--- src/rtl/mult_pkg.sv ---
// rtl/mult_pkg.sv - shared types and round-robin helper for the shared multiplier
package mult_pkg;

    typedef enum logic [1:0] {
        IDLE = 2'd0,
        RUN  = 2'd1,
        DONE = 2'd2
    } state_e;

    localparam int DEFAULT_WIDTH = 4;

    // Upper bound on requesters the round-robin helper can search.
    localparam int MAX_REQ = 32;

    // First asserted valid bit searching upward from last+1, wrapping at n.
    // Returns last when nothing is valid; callers gate with |valid.
    function automatic int unsigned rr_pick(input logic [MAX_REQ-1:0] valid,
                                            input int unsigned n,
                                            input int unsigned last);
        int unsigned idx;
        int unsigned pick;
        logic        found;
        pick  = last;
        found = 1'b0;
        for (int unsigned k = 1; k <= MAX_REQ; k++) begin
            if (k <= n && !found) begin
                // last < n and k <= n, so one subtraction wraps correctly.
                idx = last + k;
                if (idx >= n) begin
                    idx = idx - n;
                end
                if (valid[idx[4:0]]) begin
                    pick  = idx;
                    found = 1'b1;
                end
            end
        end
        return pick;
    endfunction

endpackage

--- src/rtl/shift_add_core.sv ---
// rtl/shift_add_core.sv - sequential shift-add unsigned multiplier datapath
module shift_add_core
    import mult_pkg::*;
#(
    parameter int WIDTH = DEFAULT_WIDTH
) (
    input  logic               clk,
    input  logic               rst,
    input  logic               load,
    input  logic               step,
    input  logic [WIDTH-1:0]   a,
    input  logic [WIDTH-1:0]   b,
    output logic               last_iter,
    output logic [2*WIDTH-1:0] product_next
);

    localparam int CNT_W = (WIDTH > 1) ? $clog2(WIDTH) : 1;

    logic [WIDTH-1:0] m_q, m_d;
    logic [WIDTH-1:0] q_q, q_d;
    logic [WIDTH-1:0] acc_q, acc_d;
    logic             c_q, c_d;
    logic [CNT_W-1:0] cnt_q, cnt_d;
    logic [WIDTH:0]   sum;

    // Next-state of the datapath: load operands, or add-then-shift one bit.
    always_comb begin
        m_d   = m_q;
        q_d   = q_q;
        acc_d = acc_q;
        c_d   = c_q;
        cnt_d = cnt_q;
        sum   = {c_q, acc_q} + (q_q[0] ? {1'b0, m_q} : '0);
        if (load) begin
            m_d   = a;
            q_d   = b;
            acc_d = '0;
            c_d   = 1'b0;
            cnt_d = '0;
        end else if (step) begin
            // Shift {c,acc,Q} right by one using the post-add carry and acc.
            c_d   = 1'b0;
            acc_d = sum[WIDTH:1];
            q_d   = {sum[0], q_q[WIDTH-1:1]};
            cnt_d = cnt_q + CNT_W'(1);
        end
    end

    assign last_iter    = step && (cnt_q == CNT_W'(WIDTH - 1));
    assign product_next = {acc_d, q_d};

    // Datapath registers.
    always_ff @(posedge clk or posedge rst) begin
        if (rst) begin
            m_q   <= '0;
            q_q   <= '0;
            acc_q <= '0;
            c_q   <= 1'b0;
            cnt_q <= '0;
        end else begin
            m_q   <= m_d;
            q_q   <= q_d;
            acc_q <= acc_d;
            c_q   <= c_d;
            cnt_q <= cnt_d;
        end
    end

endmodule

--- src/rtl/shared_mult_ctrl.sv ---
// rtl/shared_mult_ctrl.sv - round-robin controller sharing one shift-add multiplier
module shared_mult_ctrl
    import mult_pkg::*;
#(
    parameter int WIDTH = DEFAULT_WIDTH,
    parameter int N_REQ = 2,
    parameter int ID_W  = $clog2(N_REQ)
) (
    input  logic                   clk,
    input  logic                   rst,
    input  logic [N_REQ-1:0]       req_valid,
    input  logic [N_REQ*WIDTH-1:0] req_a,
    input  logic [N_REQ*WIDTH-1:0] req_b,
    output logic [N_REQ-1:0]       req_ready,
    output logic                   rsp_valid,
    output logic [ID_W-1:0]        rsp_id,
    output logic [2*WIDTH-1:0]     rsp_product,
    input  logic                   rsp_ready,
    output logic                   busy
);

    state_e               state_q, state_d;
    logic [ID_W-1:0]      last_q, last_d;
    logic                 rsp_valid_q, rsp_valid_d;
    logic [ID_W-1:0]      rsp_id_q, rsp_id_d;
    logic [2*WIDTH-1:0]   rsp_product_q, rsp_product_d;

    logic [MAX_REQ-1:0]   valid_ext;
    int unsigned          pick;
    logic [ID_W-1:0]      grant;
    logic                 accept;
    logic                 step;
    logic                 last_iter;
    logic [2*WIDTH-1:0]   product_next;
    logic [WIDTH-1:0]     op_a;
    logic [WIDTH-1:0]     op_b;

    // Arbitration, FSM next-state and response register updates.
    always_comb begin
        valid_ext                = '0;
        valid_ext[N_REQ-1:0]     = req_valid;
        pick                     = rr_pick(valid_ext, N_REQ, 32'(last_q));
        grant                    = pick[ID_W-1:0];
        op_a                     = req_a[grant*WIDTH +: WIDTH];
        op_b                     = req_b[grant*WIDTH +: WIDTH];
        req_ready                = '0;
        accept                   = 1'b0;
        step                     = 1'b0;
        state_d                  = state_q;
        last_d                   = last_q;
        rsp_valid_d              = rsp_valid_q;
        rsp_id_d                 = rsp_id_q;
        rsp_product_d            = rsp_product_q;
        case (state_q)
            IDLE: begin
                if (|req_valid) begin
                    req_ready[grant] = 1'b1;
                    accept           = 1'b1;
                    rsp_id_d         = grant;
                    last_d           = grant;
                    state_d          = RUN;
                end
            end
            RUN: begin
                step = 1'b1;
                if (last_iter) begin
                    rsp_product_d = product_next;
                    rsp_valid_d   = 1'b1;
                    state_d       = DONE;
                end
            end
            DONE: begin
                if (rsp_valid_q && rsp_ready) begin
                    rsp_valid_d = 1'b0;
                    state_d     = IDLE;
                end
            end
            default: state_d = IDLE;
        endcase
    end

    shift_add_core #(
        .WIDTH(WIDTH)
    ) u_core (
        .clk         (clk),
        .rst         (rst),
        .load        (accept),
        .step        (step),
        .a           (op_a),
        .b           (op_b),
        .last_iter   (last_iter),
        .product_next(product_next)
    );

    // Controller state, round-robin pointer and response registers.
    always_ff @(posedge clk or posedge rst) begin
        if (rst) begin
            state_q       <= IDLE;
            last_q        <= ID_W'(N_REQ - 1);
            rsp_valid_q   <= 1'b0;
            rsp_id_q      <= '0;
            rsp_product_q <= '0;
        end else begin
            state_q       <= state_d;
            last_q        <= last_d;
            rsp_valid_q   <= rsp_valid_d;
            rsp_id_q      <= rsp_id_d;
            rsp_product_q <= rsp_product_d;
        end
    end

    assign rsp_valid   = rsp_valid_q;
    assign rsp_id      = rsp_id_q;
    assign rsp_product = rsp_product_q;
    assign busy        = (state_q != IDLE);

endmodule

--- config.mk ---
export PLATFORM = sky130hd
export DESIGN_NAME = shared_mult_ctrl
export DESIGN_NICKNAME = d
export VERILOG_FILES = /design/src/rtl/mult_pkg.sv /design/src/rtl/shift_add_core.sv /design/src/rtl/shared_mult_ctrl.sv
export SDC_FILE = /design/constraint.sdc
export NUM_CORES = 1
export LEC_CHECK = 0
export ABC_AREA = 1
export CORE_MARGIN = 4
export CORE_UTILIZATION = 53
export CTS_CLUSTER_SIZE = 16
export DETAILED_ROUTE_END_ITERATION = 8
export PLACE_DENSITY = 0.84
export SLEW_MARGIN = 20
export SYNTH_ARGS = -nofsm -noshare
export SYNTH_HDL_FRONTEND = slang
export SYNTH_SLANG_ARGS = --single-unit
--- constraint.sdc ---
create_clock -name clk -period 2.87 [get_ports clk]
set_clock_uncertainty 0.1 [all_clocks]
set_input_delay 0.4305 -clock clk [delete_from_list [all_inputs] [get_ports clk]]
set_output_delay 0.4305 -clock clk [all_outputs]
set_load 0.05 [all_outputs]
==> results of run 1 <==
## registers in the layout, summed over array words and instances, names as in the netlist
name / count
last_q: 1
rsp_id: 1
rsp_product: 8
rsp_valid: 1
state_q: 2
u_core.acc_q: 4
u_core.cnt_q: 2
u_core.m_q: 4
u_core.q_q: 4
## cell usage after synthesis, drive strengths merged
library cell / instances
a31oi: 1
nand3b: 1
buf: 4
dfstp: 1
o21ai: 6
nand2: 65
ha: 5
or2: 1
a21oi: 4
inv: 19
dfrtp: 26
nor2: 13
fa: 1
nand3: 28
## cell type report
type                            instances  area (um2)  share of cell area (%)
Clock buffer                            3        22.5                    1.23
Sequential cell                        27         677                    36.9
Timing Repair Buffer                   35         353                    19.2
Clock inverter                          1        7.51                   0.409
Inverter                               19        71.3                    3.89
Tap cell                               30        37.5                    2.04
Multi-Input combinational cell        125         667                    36.3
## layout by cell type (no fill, tap or decap), types with 4 or more instances in the layout
cell              n
clkdlybuf4s50_1  31
nand3_1          24
ha_1              5
inv_2             5
dfrtp_1          26
nand2_1          62
nand3_2           4
inv_1            14
nor2_1            8
## path summary, 6_finish.rpt
check                      depth (start not counted)  slack, ns               to      startpoint
min in group clk                                   2       0.40   rsp_product[1]  rsp_product[1]
hold reg to reg                                    2       0.40   rsp_product[1]  rsp_product[1]
max in group asynchronous                          3       2.03           last_q             rst
setup reg to reg                                   7       1.04  u_core.acc_q[1]   u_core.q_q[0]
hold / removal                                     3       0.34  u_core.acc_q[3]             rst
setup / recovery                                   3       0.61             busy      state_q[1]
## stage by stage
step                area [um2]  hold slack (ns)  std cells  power, mW  worst slack, ns
finish                    1840            0.342        240       2.29            0.613
global route              1840            0.351        240       2.48            0.536
CTS                       1840            0.347        240       2.32            0.590
detailed placement        1810            0.364        236       2.14            0.634
global placement          1810            0.361        236       2.08            0.687
floorplan                 1460            0.350        175       1.79             1.15
## worst max-delay path, delay by kind of cell, from the launching register on
kind / cells / cell delay, ns
buffers and inverters: 2 / 0.86
DFF: 1 / 0.46
and+or+nand+nor: 1 / 0.07
## power breakdown
group / internal, mW / leakage, nW / switching (mW) / total [mW]
clock: 0.0534 / 0.0139 / 0.115 / 0.169
sequential: 0.571 / 0.329 / 0.119 / 0.690
combinational: 0.506 / 0.593 / 0.922 / 1.43
total: 1.13 / 0.936 / 1.16 / 2.29
## logic make-up (layout without fill, tap and decap cells)
group / after synthesis / count (layout) / share of synthesized area [%]
AOI/OAI and AO/OA: 11 / 11 / 5.65
buffers and inverters: 23 / 58 / 8.05
and+or+nand+nor: 108 / 108 / 34.3
DFF: 27 / 27 / 46.3
adders and majority gates: 6 / 6 / 5.65
## per-layer routing
layer	part of all wire, %	vias up	wire, um
met3	3.7	9	114
met2	54	25	1660
met1	40	589	1240
met4	2.3	0	72
li1	-	624	-
met5	0	-	0
==> flow_summary.ini, run 1 <==
[synthesis]
ys.warnings.count = 0
synth_nets = 202
synth.area.top_cells = dfrtp_1 (45%), nand2_1 (16%), nand3_1 (8.2%), ha_1 (4.3%), inv_1 (3.6%)
syn_area_per_cell_um2 = 8.35
yosysTopAreaCellShare_pct = 44.5
syn_area_um2 = 1460
synth-seq-cells = 27
yosysSeqAreaShare_pct = 46.3
synth_cell_types = 26
synth_area_leader_cell = dfrtp_1
syn_inst = 175

[die]
die-area_um2 = 3660
rows = 18
die_h_um = 60.5
start_util_pct = 57.4
dieWidth_um = 60.5
fp.coreArea_um2 = 2540
io_pins = 34

[grt]
grt_use_met2_pct = 35.6
grt-ovfl-total = 0
grt_max_degree = 28
met3_usage_pct = 3.40
grt_use_met1_pct = 22.6
grt_usage_pct = 19.7
grt_pass1_wl_um = 5300
antenna_found_initial = 0
grt_pass1_vias = 1269
busiest_layer = met2

[detailed_routing]
ant_nets = 0
wl_um = 3080
drc = 0
drtPass1Iterations = 4
vias_per_cell = 5.20
wire_per_inst_um = 12.8
drt_iter0_markers = 49
dr_total_vias = 1247

[power]
power_leakage_nw = 0.936
power.density_nw_per_um2 = 1250
ir_drop_uv = 930

[timing]
slew_headroom_pct = 66.1
finalCritPeriodShare_pct = 78.6
max_freq_mhz = 443
tightestPinTransition_ns = 0.507
finalSetupTns_ns = 0
fin_crit_ns = 2.26
hold_viol = 0
setup_viol = 0
drv_slew = 0
rsz0062_at_grt = false

[critical_path]
cp_slowest_stage_delay_ns = 0.79
critPathSlowestCell = clkdlybuf4s50_1
worstPathRequired_ns = 2.34
cp_max_fo = 3
path_class = flop to output pin
cp.arrival_ns = 1.73
worst_setup_path_start_kind = flop
path_cells = inv_2 -> nand2_2 -> clkdlybuf4s50_1
crit_path_end_kind = output pin

[worst_hold_path]
hold_class = primary input to asynchronous set/reset pin

[layout]
synthToLayoutAreaGrowth_pct = 25.6
n_fill_cell = 215
fin_nets = 238
drive_above_1_share_pct = 15.2
n_antenna_cell = 0
fin_util_pct = 72.1

[placement]
port_buffers = 33
gp_congestion = 0.747
place_hpwl_um = 2480

[clocking]
cts_hold_buffers = 0
cts_resized = 0
cts_root_buf = clkbuf_4
post_cts_buffers = 0
cts_buffers = 3
h-tree-depth = 1
numClockSinks = 27
clock_path_buffers = 2
cts.reportedPaths.clkPinSlew_ns = 0.15
clock_latency_ns = 0.33
cts_tree = built

[run_status]
outcome = completed

[flow_run]
max_cap_violations = 0
Note: power is estimated with default switching activity, not from simulation.
==> inputs of run 2 (changes only) <==
--- a/config.mk
+++ b/config.mk
@@ -7,10 +7,10 @@
 export LEC_CHECK = 0
 export ABC_AREA = 1
 export CORE_MARGIN = 4
-export CORE_UTILIZATION = 53
+export CORE_UTILIZATION = 49
 export CTS_CLUSTER_SIZE = 16
 export DETAILED_ROUTE_END_ITERATION = 8
-export PLACE_DENSITY = 0.84
+export PLACE_DENSITY = 0.79
 export SLEW_MARGIN = 20
 export SYNTH_ARGS = -nofsm -noshare
 export SYNTH_HDL_FRONTEND = slang
==> constraint.sdc (replaced) <==
create_clock -name clk -period 2.33 [get_ports clk]
set_clock_uncertainty 0.1 [all_clocks]
set_input_delay 0.3495 -clock clk [delete_from_list [all_inputs] [get_ports clk]]
set_output_delay 0.3495 -clock clk [all_outputs]
set_load 0.05 [all_outputs]
==> run 2 against run 1 <==
Net effect:
- highest routed layer unchanged
- non-clock buffer count is 1 higher
- design area rose by 1.2%
- die area is 7.1% higher
- largest cell class unchanged
==> flow_summary.ini, run 2 (same netlist as run 1, synthesis figures left out) <==
[clocking]
cts_root_buf = clkbuf_4
cts_resized = 0
numClockSinks = 27
cts_buffers = 3
clock_path_buffers = 2
cts_hold_buffers = 0
post_cts_buffers = 0
clock_latency_ns = 0.32
cts.reportedPaths.clkPinSlew_ns = 0.15
h-tree-depth = 1
cts_tree = built

[power]
finalPower_mw = 2.84
p_sw_mw = 1.42
ir_drop_uv = 761
power_leakage_nw = 0.944
power.density_nw_per_um2 = 1530
p_comb_share_pct = 63.0
clockPowerShare_pct = 7.2
seqPwrFrac_pct = 29.8
p_int_mw = 1.42
swShare_pct = 49.9

[layout]
largest_reg_flops = 8
final_common_cell = nand2_1
finalNonFillerCells = 242
final_cell_mix = nand2_1 (62), clkdlybuf4s50_1 (31), dfrtp_1 (26), nand3_1 (24), inv_1 (14)
design_area_um2 = 1860
drive_above_1_share_pct = 15.6
fin_nets = 239
fin_util_pct = 66.2
synthToLayoutAreaGrowth_pct = 27.1
n_antenna_cell = 0

[timing]
fin_crit_ns = 2.17
finalCritPeriodShare_pct = 93.2
setup_slack_ns = 0.158
rsz0062_at_grt = false
fin_worst_hold_slack_ns = 0.264
finalSetupTns_ns = 0
drv_slew = 0
setup_viol = 0
tightestPinTransition_ns = 0.512
slew_headroom_pct = 65.8
hold_viol = 0
max_freq_mhz = 460

[critical_path]
crit_path_end_kind = output pin
worstPathRequired_ns = 1.88
path_class = flop to output pin
path_cells = inv_2 -> nand2_2 -> clkdlybuf4s50_1
cp.arrival_ns = 1.72
worst_setup_path_start_kind = flop
cp_slowest_stage_delay_ns = 0.80
cp_max_fo = 3
critPathSlowestCell = clkdlybuf4s50_1

[detailed_routing]
wl_um = 3040
drtPass1Iterations = 4
ant_nets = 0
vias_per_cell = 5.08
dr_total_vias = 1230
drt_iter0_markers = 48
drc = 0
wire_per_inst_um = 12.6

[grt]
grt_pass1_wl_um = 5420
antenna_found_initial = 0
grt_pass1_vias = 1249
grt_usage_pct = 17.2
grt-ovfl-total = 0
grt_max_degree = 28

[placement]
place_hpwl_um = 2400
dp_slack_ns = 0.250
gp_congestion = 0.867
port_buffers = 33
placed_cells = 238
dpl_cell_area_um2 = 1830

[die]
die_h_um = 62.6
rows = 19
dieWidth_um = 62.6
io_pins = 34
fp.coreArea_um2 = 2810
start_util_pct = 52.1
die-area_um2 = 3920

[worst_hold_path]
hold_class = primary input to asynchronous set/reset pin

[run_status]
outcome = completed

[flow_run]
max_cap_violations = 0
run 2: cell count changes in the layout (fill, tap and decap cells not counted), sizes merged:
cell  change
buf       +1
run 2: power groups by stage:
stage / registers [mW] / clock network, mW / logic (mW)
floorplan: 1.11 / 0 / 1.10
global placement: 0.849 / 0 / 1.76
detailed placement: 0.858 / 0 / 1.80
CTS: 0.849 / 0.212 / 1.81
global route: 0.878 / 0.238 / 1.98
finish: 0.847 / 0.204 / 1.79
run 2: path summary, 6_finish.rpt:
path	startpoint	endpoint	slack (ns)	depth (start not counted)
max in group asynchronous	rst	last_q	1.55	3
worst min register to register	rsp_product[2]	rsp_product[2]	0.40	2
min in group clk	rsp_product[2]	rsp_product[2]	0.40	2
worst min-delay path	rst	rsp_product[6]	0.26	3
worst max-delay path	state_q[1]	busy	0.16	3
worst max register to register	u_core.q_q[0]	rsp_product[5]	0.51	7
run 2: cell type report:
type / count / area (um2)
flip-flops and latches: 27 / 677
clock buffers: 3 / 22.5
repair buffers: 36 / 373
clock inverters: 1 / 7.51
multi-input cells: 125 / 667
fillers: 254 / 948
inverters: 19 / 71.3
well taps: 31 / 38.8
run 2: critical path, delay by kind of cell (launching register included):
| kind | cells | cell delay (ns) |
|---|---|---|
| and+or+nand+nor | 1 | 0.07 |
| buffers and inverters | 2 | 0.87 |
| DFF | 1 | 0.46 |
run 2: metal layers:
layer	vias to the layer above	part of all wire, %	GRT usage, %	wire length, um
met5	-	0	0	0
li1	624	-	-	-
met2	23	52	31.8	1580
met3	6	4.2	3.78	128
met4	0	1.2	4.41	36
met1	577	43	19.8	1300
==> inputs of run 3 (changes only) <==
--- a/config.mk
+++ b/config.mk
@@ -11,6 +11,7 @@
 export CTS_CLUSTER_SIZE = 16
 export DETAILED_ROUTE_END_ITERATION = 8
 export PLACE_DENSITY = 0.79
+export RECOVER_POWER = 25
 export SLEW_MARGIN = 20
 export SYNTH_ARGS = -nofsm -noshare
 export SYNTH_HDL_FRONTEND = slang
==> constraint.sdc (replaced) <==
create_clock -name clk -period 2 [get_ports clk]
set_clock_uncertainty 0.1 [all_clocks]
set_input_delay 0.3 -clock clk [delete_from_list [all_inputs] [get_ports clk]]
set_output_delay 0.3 -clock clk [all_outputs]
set_load 0.05 [all_outputs]
==> run 3 against run 2 <==
Net effect:
- global-route usage rose by 1.2 points
- sequential share of layout area down 0.30 points
- worst hold slack better by 0.13 ns
- worst setup slack lost 0.10 ns
- via count is 3.6% higher
- count of clock-buffer cells in the layout unchanged
- total power increased by 19%
- core utilization rose by 0.67 points
==> flow_summary.ini, run 3 (same netlist as run 1, synthesis figures left out) <==
[run_status]
outcome = completed

[layout]
synthToLayoutAreaGrowth_pct = 28.3
finalNonFillerCells = 245
fin_util_pct = 66.9
drive_above_1_share_pct = 18.2
final_common_cell = nand2_1
n_antenna_cell = 0
largest_reg_flops = 8
final_cell_mix = nand2_1 (62), clkdlybuf4s50_1 (28), dfrtp_1 (25), nand3_1 (24), inv_1 (14)
fin_nets = 242

[die]
die-area_um2 = 3920
dieWidth_um = 62.6
die_h_um = 62.6
io_pins = 34
rows = 19
start_util_pct = 52.1
fp.coreArea_um2 = 2810

[power]
finalPower_mw = 3.38
ir_drop_uv = 850
power.density_nw_per_um2 = 1800
power_leakage_nw = 0.965

[placement]
placed_cells = 240
place_hpwl_um = 2620
port_buffers = 33
gp_congestion = 0.837

[critical_path]
path_class = primary input to output pin
worst_setup_path_start_kind = primary input
worstPathRequired_ns = 1.60
cp.arrival_ns = 1.55
crit_path_end_kind = output pin
reg2reg_setup_slack_ns = 0.17
cp_max_fo = 6

[detailed_routing]
wire_per_inst_um = 13.5
drtPass1Iterations = 4
drt_iter0_markers = 88
drc = 0
wl_um = 3310
ant_nets = 0
dr_total_vias = 1274
vias_per_cell = 5.20

[timing]
setup_viol = 0
fin_worst_hold_slack_ns = 0.397
slew_headroom_pct = 56.7
fin_crit_ns = 1.95
tightestPinTransition_ns = 0.649
finalCritPeriodShare_pct = 97.3
hold_viol = 0
drv_slew = 0
max_freq_mhz = 514

[clocking]
cts_tree = built
numClockSinks = 27
h-tree-depth = 1
clock_path_buffers = 2
cts_root_buf = clkbuf_4
cts.reportedPaths.clkPinSlew_ns = 0.14
cts_buffers = 3
clock_latency_ns = 0.32
cts_hold_buffers = 0

[grt]
grt-ovfl-total = 0
grt_usage_pct = 18.3
antenna_found_initial = 0
grt_max_degree = 28
grt_pass1_vias = 1325
grt_pass1_wl_um = 5820

[worst_hold_path]
hold_class = flop to flop

[flow_run]
max_cap_violations = 0
==> run 3: cell count changes in the layout (fill, tap and decap cells not counted) <==
cell | before | now
clkinv_2 | 0 | 1
dfrtp_1 | 26 | 25
clkdlybuf4s50_1 | 31 | 28
clkinvlp_4 | 1 | 0
nor2_2 | 3 | 2
clkbuf_2 | 0 | 1
dfrtp_2 | 0 | 1
buf_4 | 3 | 7
nor2_4 | 2 | 3
dlygate4sd3_1 | 0 | 1
==> run 3: worst max-delay path, stage by stage <==
cell             delay [ns]
clkdlybuf4s50_1        0.49
o21ai_2                0.35
inv_2                  0.13
nor2_4                 0.13
buf_12                 0.14
==> run 3: worst paths after layout <==
kind | to | cells after the start | startpoint
worst min register to register | rsp_product[2] | 2 | rsp_product[2]
worst max-delay path | req_ready[0] | 5 | req_valid[1]
worst max register to register | rsp_product[5] | 7 | u_core.q_q[0]
min in group asynchronous | rsp_product[6] | 3 | rst
max in group asynchronous | u_core.q_q[0] | 3 | rst
worst min-delay path | rsp_product[2] | 2 | rsp_product[2]
==> run 3: what timing repair did <==
item	CTS	global route
endpoints found under the setup margin	0	3
gates resized for setup	0	2
buffers inserted	0	1
==> run 3: power breakdown <==
group | leakage [nW] | switching (mW) | internal (mW)
registers | 0.328 | 0.177 | 0.822
logic | 0.619 | 1.36 | 0.789
clock network | 0.0177 | 0.151 | 0.0748
total | 0.965 | 1.69 | 1.69
==> run 3: per-stage QoR <==
stage	setup TNS, ns	setup slack, ns	instance area [um2]
CTS	0	0.0393	1860
finish	0	0.0542	1880
detailed placement	0	0.122	1840
floorplan	0	0.322	1460
global route	-0.00196	-0.00196	1880
global placement	0	0.149	1840
==> run 3: routing by layer <==
layer  share of wire [%]  up-vias  GRT usage (%)
met4                0.79        0           4.41
li1                    -      630              -
met2                  54       36           34.6
met5                   0        -              0
met3                 5.1        2           3.60
met1                  40      606           21.1
==> run 3: cell type report <==
type	count	area, um2
fillers	251	930
flip-flops and latches	27	678
multi-input cells	125	672
repair buffers	39	388
inverters	19	71.3
well taps	31	38.8
clock buffers	3	22.5
clock inverters	1	5.00
==> edit 1: new RTL, flow settings as in run 3 <==
Change the package constant `MAX_REQ` from 32 to 64.
--- a/src/rtl/mult_pkg.sv
+++ b/src/rtl/mult_pkg.sv
@@ -10,7 +10,7 @@
     localparam int DEFAULT_WIDTH = 4;
 
     // Upper bound on requesters the round-robin helper can search.
-    localparam int MAX_REQ = 32;
+    localparam int MAX_REQ = 64;
 
     // First asserted valid bit searching upward from last+1, wrapping at n.
     // Returns last when nothing is valid; callers gate with |valid.
Function: kept (equiv_simple and equiv_induct, registers matched by name and starting in step).
==> edit 1 against run 3 <==
- power shrank 4.9%
- first-iteration DRC count shrank 39%
- sequential cell count is the same
- maximum frequency grew 1.6%
- critical endpoint is now rsp_product[3]
- worst setup slack gained 31 ps
- worst hold slack lost 120 ps
- die area is essentially flat
- clock power grew 5%
- routed wire length shrank 8.8%
- final area is essentially flat
- synthesized area is essentially flat
==> edit 1: results (changes against run 3) <==
Status
  • Status: finished, final reports clean

Clock network
  • Post-cts sizing count: 1 (+1)
  • Clk_lat worst skew: 330 ps
  • Root buf cell: clkbuf_4
  • CTS buffer count: 3 (unchanged)
  • Clock Path Buffers: 2 (unchanged)
  • H-tree Lvls: 1 (unchanged)
  • Clk slew on worst S/H paths: 140 ps (about the same)

Detailed routing
  • Drt wl/cell: 11.7 um (-13%)
  • 1st-iter DRT viols: 54 (-39%)
  • Via count: 1282 (+0.63%)
  • Pre-antenna DRT Iters: 4 (unchanged)

GRT
  • Vias in the first global route: 1332 (+0.53%)
  • First-pass GRT wire length: 5460 um (-6.3%)
  • Initial antenna violation count: 0 (unchanged)
  • GRT Overall Usage: 16.9% (-1.4 points)
  • Largest net degree at the start of global routing: 18 (-36%)

Place
  • Buffers on Ports: 33 (unchanged)
  • GPL Wtd Cong: 0.816 (-2.5%)
  • DP Wirelength: 2420 um (-7.7%)

Setup path
  • Crit path DAT: 1510 ps (-40 ps)
  • CP Max Fanout: 2 (-4)
  • Crit-path slowest cell: clkdlybuf4s50_1
  • Crit-path max cell delay: 800 ps (+310 ps)
  • CP top delay family: buffers and inverters
  • R2R setup slack: 180 ps

Synthesis
  • Synth Flop Type: dfrtp_1
  • Post-synthesis cell type count: 24 (-7.7%)
  • Asr flop ratio synth: 100% (unchanged)
  • Post-synth top cells: nand2_1, dfrtp_1, inv_1
  • Area contributors post-synth: dfrtp_1, nand2_1, inv_1, ha_1, nand3_1
  • Seq/Total Area, Yosys: 46.3% (about the same)
  • Mapped Nets: 213 (+5.4%)

STA
  • Final hold slack: 281 ps (-116 ps)
  • Final Setup Violations: 0 (unchanged)
  • Worst slew pin tran: 892 ps (+243 ps)

Power and ir drop
  • Max VDD drop: 0.00103 V (+21%)
  • P_leak: 0.983 nW (+1.9%)

Final layout
  • ANT cells: 0 (unchanged)
  • Layout cell share with drive strength beyond 1: 12.4% (-5.8 points)
  • Fill cells: 238 (-5.2%)
  • Max reg flops: 8 (unchanged)
  • Nets@finish: 254 (+5.0%)

Worst hold path
  • Hold Path Class: in -> async
[edit 1: logic make-up (layout without fill, tap and decap cells)]
logic type | count (synthesis) | after routing | share of synthesized area [%]
DFF | 27 | 27 | 46.3
buffers and inverters | 30 | 70 | 9.67
adders and majority gates | 6 | 6 | 5.65
AOI/OAI and AO/OA | 19 | 19 | 7.19
and+or+nand+nor | 104 | 104 | 31.2
[edit 1: worst paths after layout]
check,to,from
min in group clk,rsp_product[7],rsp_product[7]
worst max-delay path,rsp_product[3],rsp_product[3]
worst max register to register,rsp_product[5],u_core.q_q[0]
worst min-delay path,rsp_product[3],rst
max in group asynchronous,u_core.q_q[1],rst
worst min register to register,rsp_product[7],rsp_product[7]
[edit 1: where the power goes]
part | internal (W) | leakage, nW | switching, W
clock | 0.0000765 | 0.0139 | 0.000162
sequential | 0.000810 | 0.331 | 0.000180
combinational | 0.000699 | 0.639 | 0.00128
[edit 1: area by class of cell]
class | count | share of cell area, %
Clock buffer | 3 | 1.20
Clock inverter | 1 | 0.400
Inverter | 26 | 5.33
Multi-Input combinational cell | 129 | 34.8
Sequential cell | 27 | 36.1
Tap cell | 31 | 2.07
Timing Repair Buffer | 40 | 20.1
[edit 1: stage by stage]
stage / instances / setup WS, ps / cell area (um^2)
finish: 257 / 85.2 / 1880
global route: 257 / 8.77 / 1880
CTS: 257 / 51.2 / 1880
detailed placement: 253 / 148 / 1850
global placement: 253 / 161 / 1850
floorplan: 186 / 316 / 1460
[edit 1: per-layer routing]
layer	wire (um)	global-route usage, %
met1	1330	20.4
met2	1450	28.8
met3	173	3.60
met4	61	7.71
met5	0	0
==> edit 2: new RTL, flow settings as in run 3 <==
Without the edit above. Re-encode `state_e` (3 states) as one-hot, 3 bits wide.
--- a/src/rtl/mult_pkg.sv
+++ b/src/rtl/mult_pkg.sv
@@ -1,10 +1,10 @@
 // rtl/mult_pkg.sv - shared types and round-robin helper for the shared multiplier
 package mult_pkg;
 
-    typedef enum logic [1:0] {
-        IDLE = 2'd0,
-        RUN  = 2'd1,
-        DONE = 2'd2
+    typedef enum logic [2:0] {
+        IDLE = 3'b001,
+        RUN  = 3'b010,
+        DONE = 3'b100
     } state_e;
 
     localparam int DEFAULT_WIDTH = 4;
Function: no difference found for any inputs over 10 cycles, from zero or initial values and one cycle with rst high; not proved beyond that.
==> edit 2 against run 3 <==
- final cell count increased by 16%
- register-to-register slack gained 90 ps
- worst setup slack better by 22 ps
- count of clock-buffer cells in the layout stayed put
- routed wire length decreased by 10%
- sequential cell count grew 1
- final area is 7.0% higher
- core utilization fell by 0.58 points
- power fell by 7.4%
- synthesized area grew 5.6%
- critical path type is now reg -> out
==> edit 2: results (changes against run 3) <==
Place
  • Buffers on Ports: 33 (unchanged)
  • DP Wirelength: 2380 um (-9.2%)
  • Dpl ws: 109 ps (-13.4 ps)
  • GPL Wtd Cong: 0.850 (+1.6%)
  • Placed instance area: 1950 um^2 (+6.4%)

Synthesis
  • Mapped Nets: 228 (+13%)
  • Post-synth top cells: nand2_1, inv_1, dfrtp_1
  • Seq cells post-synth: 28 (+3.7%)
  • Adder-Cell Fraction of Synth Area: 5.35% (-0.30 points)
  • Asr flop ratio synth: 100% (unchanged)
  • Area contributors post-synth: dfrtp_1, nand2_1, inv_1, nand3_1, ha_1
  • Syn Inst Count: 201 (+15%)
  • Compound-gate portion of the synthesized area: 3.24% (-2.4 points)
  • Post-synthesis cell type count: 20 (-23%)
  • Post-synthesis xor/xnor area fraction: 0.568% (+0.57 points)

Power and ir drop
  • Clk pwr share: 11.7% (+5.0 points)
  • Sw power: 0.00145 W (-14%)
  • Max VDD drop: 0.000999 V (+18%)
  • PnR Total Power: 0.00313 W (-7.4%)
  • Combinational power: 0.00178 W (-17%)
  • P_leak: 1.07 nW (+11%)

Detailed routing
  • Via count: 1328 (+4.2%)
  • 1st-iter DRT viols: 37 (-58%)
  • Drt total wl: 2970 um (-10%)

GRT
  • GRT Overall Usage: 16.2% (-2.1 points)
  • GR Util met2: 28.9% (-5.7 points)
  • M1 GR Usage: 21.0% (-0.084 points)
  • Met3 GRT Util: 1.58% (-2.0 points)
  • First-pass GRT wire length: 5440 um (-6.5%)
  • Largest net degree at the start of global routing: 18 (-36%)

Setup path
  • R2R setup slack: 260 ps (+90 ps)
  • CP Launch Point: last_q
  • Crit-path max cell delay: 560 ps (+70 ps)
  • Crit path capture: req_ready[1]
  • CP top delay family: flip-flops
  • R2R depth: 10 (+3)
  • Crit-path slowest cell: dfstp_2
  • Crit path DAT: 1520 ps (-30 ps)

Final layout
  • FF/Latch Area: 704 um^2 (+3.9%)
  • Layout buffer count excluding clock buffers: 38 (-2.6%)
  • Fill cells: 268 (+6.8%)
  • Multi-input gates: 138 (+10%)
  • Clock network area share: 2.62% (+1.2 points)
  • Inverters: 32 (+13)
  • Nets@finish: 268 (+11%)
  • Finished Core Util: 66.3% (-0.58 points)
  • Non-filler instance count after layout: 284 (+16%)
  • Layout cell share with drive strength beyond 1: 10.8% (-7.4 points)
  • Fraction of area in multi-input gates: 34.5% (-1.3 points)
  • Layout non-clock buf frac: 19.0% (-1.7 points)

Status
  • Status: finished, final reports clean

STA
  • Final worst path period need: 1920 ps (-21.8 ps)
  • Slew Viols, Final: 0 (unchanged)
  • Worst slew pin tran: 899 ps (+251 ps)

Floorplanning
  • Die area: 4110 um^2 (+4.8%)

Worst hold path
  • Hold Path Class: in -> async
[edit 2: changes by cell type after synthesis, sizes merged, moves of 3 or more]
cell / delta
nand2: +17
inv: +13
nand3: -5
nand4: +5
nor2: -3
[edit 2: worst min-delay path by stage]
stage | to | start | cells after the start | slack, ps
6_report | state_q[2] | rst | 2 | 290
5_1_grt | u_core.q_q[1] | rst | 2 | 290
4_1_cts | state_q[1] | rst | 2 | 190
3_5_place_dp | rsp_product[2] | rsp_product[2] | 2 | 360
3_3_place_gp | rsp_product[7] | rsp_product[7] | 2 | 370
2_1_floorplan | rsp_id | rst | 1 | 260
[edit 2: timing repair]
item                       CTS  global route
setup endpoints to repair    0             4
hold buffers                 0             0
setup buffers                0             1
gates resized for setup      0             3
[edit 2: per-layer routing]
layer | up-vias | routed length (um) | share of wire, %
li1 | 701 | - | -
met1 | 608 | 1360 | 46
met2 | 15 | 1510 | 51
met3 | 4 | 71 | 2.4
met4 | 0 | 25 | 0.84
met5 | - | 0 | 0
